## src/rtl/uart_tx_fifo.sv

```systemverilog
// Byte FIFO feeding the UART transmitter: valid/ready host side, first-word-fall-through
// head toward the UART, plus occupancy, almost-full and sticky overflow status.
module uart_tx_fifo #(
    parameter int DEPTH        = 16,
    parameter int AFULL_THRESH = 12
) (
    input  logic                       clk,
    input  logic                       rst,
    input  logic                       i_flush,
    input  logic [7:0]                 i_wdata,
    input  logic                       i_wvalid,
    output logic                       o_wready,
    output logic [7:0]                 o_tx_data,
    output logic                       o_tx_valid,
    input  logic                       i_tx_ready,
    output logic [$clog2(DEPTH):0]     o_count,
    output logic                       o_empty,
    output logic                       o_full,
    output logic                       o_afull,
    output logic                       o_overflow,
    input  logic                       i_clr_ovf
);

    localparam int PTR_W = $clog2(DEPTH);
    localparam int CNT_W = PTR_W + 1;

    logic [7:0]       mem [DEPTH];
    logic [PTR_W-1:0] wr_ptr;
    logic [PTR_W-1:0] rd_ptr;
    logic [CNT_W-1:0] count;
    logic [CNT_W-1:0] count_next;
    logic             overflow;
    logic             push;
    logic             pop;
    logic             ovf_set;

    // Status comes from registered state only; i_flush is the one input that
    // gates the handshake outputs combinationally.
    assign o_count    = count;
    assign o_empty    = (count == '0);
    assign o_full     = (count == CNT_W'(DEPTH));
    assign o_afull    = (count >= CNT_W'(AFULL_THRESH));
    assign o_overflow = overflow;
    assign o_wready   = !o_full && !i_flush;
    assign o_tx_valid = !o_empty && !i_flush;
    assign o_tx_data  = mem[rd_ptr];

    assign push    = i_wvalid && o_wready;
    assign pop     = o_tx_valid && i_tx_ready;
    assign ovf_set = i_wvalid && o_full && !i_flush;

    always_comb begin
        // NOTE: default assigned first so every path drives count_next; no latch.
        count_next = count;
        if (i_flush) begin
            count_next = '0;
        end else begin
            case ({push, pop})
                2'b10:   count_next = count + CNT_W'(1);
                2'b01:   count_next = count - CNT_W'(1);
                default: count_next = count;
            endcase
        end
    end

    // NOTE: sequential state uses non-blocking assignments so all registers
    // update from the same pre-edge values.
    always_ff @(posedge clk or posedge rst) begin
        if (rst) begin
            wr_ptr   <= '0;
            rd_ptr   <= '0;
            count    <= '0;
            overflow <= 1'b0;
        end else begin
            count <= count_next;
            if (i_flush) begin
                wr_ptr <= '0;
                rd_ptr <= '0;
            end else begin
                if (push) wr_ptr <= wr_ptr + PTR_W'(1);
                if (pop)  rd_ptr <= rd_ptr + PTR_W'(1);
            end
            // Set wins over a simultaneous clear.
            if (ovf_set)
                overflow <= 1'b1;
            else if (i_clr_ovf)
                overflow <= 1'b0;
        end
    end

    // NOTE: the array is reset because the head byte must read 8'h00 out of
    // reset; this costs a flop array rather than a RAM macro.
    always_ff @(posedge clk or posedge rst) begin
        if (rst) begin
            for (int i = 0; i < DEPTH; i++) mem[i] <= 8'h00;
        end else if (push) begin
            mem[wr_ptr] <= i_wdata;
        end
    end

endmodule

```

## config.mk

```make
export PLATFORM = sky130hd
export DESIGN_NAME = uart_tx_fifo
export DESIGN_NICKNAME = d
export VERILOG_FILES = /design/src/rtl/uart_tx_fifo.sv
export SDC_FILE = /design/constraint.sdc
export NUM_CORES = 1
export LEC_CHECK = 0
export ABC_AREA = 1
export CAP_MARGIN = 15
export CORE_ASPECT_RATIO = 1.5
export CORE_UTILIZATION = 30
export CTS_BUF_LIST = sky130_fd_sc_hd__clkbuf_8
export DETAILED_ROUTE_END_ITERATION = 16
export GPL_TIMING_DRIVEN = 0
export PLACE_DENSITY = 0.44
export SETUP_SLACK_MARGIN = 0.2
export SKIP_CTS_REPAIR_TIMING = 1
export SLEW_MARGIN = 0
export SYNTH_ARGS = -nofsm -noshare
export SYNTH_HDL_FRONTEND = slang
export SYNTH_SLANG_ARGS = --single-unit
export TNS_END_PERCENT = 50
```

## constraint.sdc

```tcl
create_clock -name clk -period 8.6 [get_ports clk]
set_clock_uncertainty 0.2 [all_clocks]
set_input_delay 1.72 -clock clk [delete_from_list [all_inputs] [get_ports clk]]
set_output_delay 1.72 -clock clk [all_outputs]
set_load 0.1 [all_outputs]
```

## Word level (Yosys, flattened, before mapping)

Cells that the tools add are included.
W data, S select, Z words.

| cells by class | value |
|---|---|
| add/subtract/negate cells | 4 |
| order comparisons | 4 |
| eq/ne operators | 3 |
| muxes and demuxes | 14 |
| bitwise logic cells | 2 |
| reduce and logical (&&, ||, !) cells | 15 |

Operators with widths:

| cell | count |
|---|---|
| $bwmux W128 | 1 |
| $bmux W8 S4 | 1 |
| $demux W8 S4 | 1 |
| $mux W8 | 3 |
| $mux W4 | 4 |
| $ge A5 B5 Y1 const B | 2 |
| $not A4 Y5 | 2 |
| $pmux W5 S2 | 1 |
| $add A4 B1 Y4 const B | 2 |
| $logic_and A1 B1 Y1 | 7 |
| $reduce_bool A2 Y1 | 3 |
| $add A5 B1 Y5 const B | 1 |
| $eq A5 B5 Y1 const B | 1 |
| $ge A5 B4 Y1 const B | 1 |
| $logic_not A5 Y1 | 1 |
| $lt A5 B1 Y1 const B | 1 |
| $mux W5 | 1 |
| $sub A5 B1 Y5 const B | 1 |
| $logic_not A1 Y1 | 3 |
| $reduce_bool A3 Y1 | 1 |
| $eq A2 B1 Y1 const B | 1 |
| $eq A2 B2 Y1 const B | 1 |
| $mux W1 | 2 |

| storage, ports and cells | value |
|---|---|
| flip-flop bits (word level) | 142 |
| bits of input ports | 14 |
| output and inout bits | 19 |
| word-level logic and storage cells | 62 |

## Depth between registers and ports, before layout

| depth | value |
|---|---|
| depth after elaboration | 7 |
| mapped depth | 16 |
| depth with buffers taken out | 16 |

## Least setup slack after synthesis

OpenSTA, ideal clock, no wires.

| path | value |
|---|---|
| kind | in2out |
| start | input i_flush |
| end | output o_wready |
| data arrival time | 2.471 ns |
| required time | 6.680 ns |
| slack | 4.209 ns |
| stages on the path | 3 |
| buffers on the path | 0 |
| path through | inv_2 nand2_1 inv_1 |

| on the way | value |
|---|---|
| cells in the longest elaborated chain, start to end | 2 |

RTL lines:

| element | RTL line | text |
|---|---|---|
| from (decl) | 9 | `input logic i_flush,` |
| $logic_not A1 Y1 | 44 | `assign o_wready = !o_full && !i_flush;` |
| $logic_and A1 B1 Y1 | 44 |  |
| to (decl) | 12 | `output logic o_wready,` |

Every way passes these cells.

## Worst setup path after layout

| path | value |
|---|---|
| start | register rd_ptr[1] |
| end | output o_tx_data[5] |

| on the way | value |
|---|---|
| cells in the longest elaborated chain, start to end | 4 |

RTL lines:

| element | RTL line | text |
|---|---|---|
| from (decl) | 29 | `logic [PTR_W-1:0] rd_ptr;` |
| from (signal assigned) | 81 | `if (pop) rd_ptr <= rd_ptr + PTR_W'(1);` |
| $not A4 Y5 (not written as such) | 46 | `assign o_tx_data = mem[rd_ptr];` |
| $bmux W8 S4 | 46 |  |
| $mux W8 (not written as such) (2 in series) | 46 |  |
| to (decl) | 13 | `output logic [7:0] o_tx_data,` |

Every way passes these cells. The select of a mux whose other input is x is not followed.

==> flow_metrics.py <==
metrics = {
    "clocking": {
        "htreeDepth": 4,
        "cts_made_buffers": 17,
        "cts_tree": "built",
        "clk_pin_slew_ps": 70,
        "cts_root_buf": "clkbuf_8",
        "clk_path_buf_depth": 2,
        "cts_sinks": 142,
        "worstSkewPairLatency_ps": 470,
    },
    "timing": {
        "max_slew_margin": 0.347,
        "timing.fmax_mhz": 176,
        "hold_viol_final": 0,
        "setup_violations": 0,
        "final.setup.tns_ps": 0,
        "fin_crit_sh": 0.660,
        "finalMaxSlewViolations": 0,
        "rsz0062_at_grt": "no",
        "fin_crit_ps": 5680,
        "worst_pin_slew_ps": 976,
    },
    "layout": {
        "stdcell_area_mm2": 0.00805,
        "diodes": 0,
        "area_growth_pct": 15.7,
        "drive_gt1_frac": 0.136,
        "final_core_util": 0.357,
        "final_cells": 1135,
        "fin_nets": 871,
        "fillCellCount": 2384,
    },
    "worst_hold_path": {
        "min-delay-start": "mem[122]",
        "whs_endpoint": "mem[122]",
        "whs_path_depth": 2,
        "min_path_type": "reg2reg",
    },
    "power_and_ir_drop": {
        "p_leak_nw": 3.63,
        "internal_power_mw": 1.43,
        "p_sw_mw": 1.42,
        "clkPwrFrac": 0.194,
        "switching_share": 0.498,
        "power_mw": 2.86,
        "power_density_mw_per_mm2": 355,
        "max-vdd-ir-drop_uv": 349,
        "comb_power_share": 0.499,
        "seq_power_share": 0.307,
    },
    "global_route": {
        "grt_max_degree": 75,
        "grt_pass1_vias": 5735,
        "antenna_found_initial": 0,
        "grt_usage": 0.210,
        "gr-total-overflow": 0,
        "grt_pass1_wl_um": 36600,
    },
    "route": {
        "drcViolationCount": 0,
        "viasPerCell": 5.06,
        "vias": 5739,
        "postRouteWirelength_um": 23500,
        "dr.pass1.iters": 5,
        "drt-wirelength-per-cell_um": 20.7,
        "dr.first_iter.drc_count": 392,
        "antenna_left": 0,
    },
    "logic_synthesis": {
        "synth_ff_type": "dfrtp_1",
        "synth.distinct_cells": 33,
        "netlist_instances": 796,
        "synth-seq-cells": 142,
        "netlist_area_mm2": 0.00696,
        "synth_top_area_frac": 0.511,
        "yosys.area.top_type": "dfrtp_1",
        "seq_area_frac_synth": 0.511,
        "syn_nets": 819,
        "synth_area_leaders": "dfrtp_1 51%, o21ai_0 9.5%, nand2_1 9.0%",
        "async_flop_share": 1.00,
        "avgSynthCellArea_um2": 8.74,
        "yosysWarningCount": 0,
        "synth-edff-count": 0,
    },
    "worst_setup_path": {
        "worstSetupStartpointType": "register",
        "arrival_ps": 3760,
        "r2r-end": "o_count[4]",
        "crit_fanout": 10,
        "required_ps": 6680,
        "r2r-start": "o_count[0]",
        "critPathCaptureType": "primary output",
        "r2r_setup_slack_ps": 5960,
        "r2r_cells": 16,
        "path_class": "reg2out",
    },
    "floorplanning": {
        "die_h_um": 189,
        "core_area_mm2": 0.0226,
        "placementRows": 67,
        "die_area_mm2": 0.0238,
        "start_util": 0.308,
        "num_io_pins": 33,
        "die_x_um": 126,
    },
    "placement": {
        "dpl_cell_area_mm2": 0.00765,
        "gp_congestion": 0.849,
        "placed_cells": 1105,
        "numPortBuffers": 32,
        "place_hpwl_um": 17000,
    },
    "run": {
        "maxCapViolations": 0,
    },
    "outcome": {
        "status": "completed",
    },
}
==> cell usage after synthesis, types with 2 or more instances <==
master / count
o211ai_1: 32
nand4_2: 3
o22ai_1: 2
dfrtp_1: 142
o21ai_1: 51
a21oi_1: 4
buf_4: 2
xnor2_1: 2
buf_6: 8
clkbuf_1: 19
inv_2: 3
nor2_4: 3
nand2_2: 3
nand3_4: 7
nor2_1: 100
nand3_2: 5
nand2_1: 166
xor2_1: 2
nand3_1: 14
buf_1: 4
ha_1: 8
buf_2: 18
inv_1: 28
o21ai_2: 28
clkinv_1: 2
nor2_2: 2
o21ai_0: 132
==> worst max-delay path, cell delays in order, from the launching register on <==
cell	delay (ps)
dfrtp_1	420
buf_2	340
buf_1	470
nor2_1	110
o21ai_0	170
o21ai_0	270
o211ai_1	370
nand2_1	140
clkdlybuf4s50_1	990
==> area by class of cell <==
class / instances / area [um^2] / share of cell area
Clock buffer: 22 / 303 / 0.0376
Timing Repair Buffer: 33 / 348 / 0.0432
Multi-Input combinational cell: 568 / 2970 / 0.369
Buffer: 52 / 302 / 0.0375
Clock inverter: 8 / 88.8 / 0.0110
Tap cell: 276 / 345 / 0.0429
Sequential cell: 142 / 3550 / 0.442
Inverter: 34 / 138 / 0.0171
==> layout by cell type (no fill, tap or decap), types with 5 or more instances in the layout <==
master	n
clkbuf_8	22
buf_6	8
o21ai_0	132
clkbuf_1	19
nand2_1	166
clkinv_2	5
nor2_1	100
nand3_1	14
nand3_4	7
ha_1	8
inv_1	28
o21ai_1	51
o211ai_1	32
o21ai_2	28
dfrtp_1	142
clkdlybuf4s50_1	32
buf_2	18
nand3_2	5
==> metal layers <==
| layer | wire length [um] | global-route usage | up-vias |
|---|---|---|---|
| li1 | - | - | 2760 |
| met1 | 10200 | 0.257 | 2837 |
| met2 | 12100 | 0.367 | 111 |
| met3 | 587 | 0.0292 | 31 |
| met4 | 710 | 0.0876 | 0 |
| met5 | 0 | 0 | - |
==> power by group through the flow <==
stage,Clock (mW),Sequential [mW],Combinational (mW)
detailed placement,0,0.889,1.43
finish,0.553,0.878,1.42
CTS,0.566,0.879,1.43
floorplan,0,0.925,0.925
global placement,0,0.890,1.43
global route,0.592,0.894,1.52
==> metrics by stage <==
step	worst slack [ps]	hold slack, ps
after floorplan	2870	248
after global placement	285	259
after detailed placement	3030	262
after CTS	2900	284
after global routing	2770	301
final	2920	281
==> state kept, by name (all words and copies together) (netlist names) <==
register,flops
mem,128
wr_ptr,4
o_overflow,1
rd_ptr,4
o_count,5
==> how the worst max path moves through the flow <==
stage                               to      start
after floorplan                 mem[0]        rst
after global placement         mem[22]        rst
after detailed placement      o_wready    i_flush
after CTS                 o_tx_data[6]  rd_ptr[0]
after global routing      o_tx_data[6]  rd_ptr[0]
final                     o_tx_data[5]  rd_ptr[1]
==> kinds of logic after synthesis <==
group | after synthesis | synth area share
AND/OR/NAND/NOR | 306 | 0.198
AO/OA/AOI/OAI | 249 | 0.206
adder cells (fa/ha/maj) | 9 | 0.0173
buffers and inverters | 86 | 0.0624
flip-flops | 142 | 0.511
XOR/XNOR | 4 | 0.00504
No activity file was read; power rests on OpenSTA's default activity.
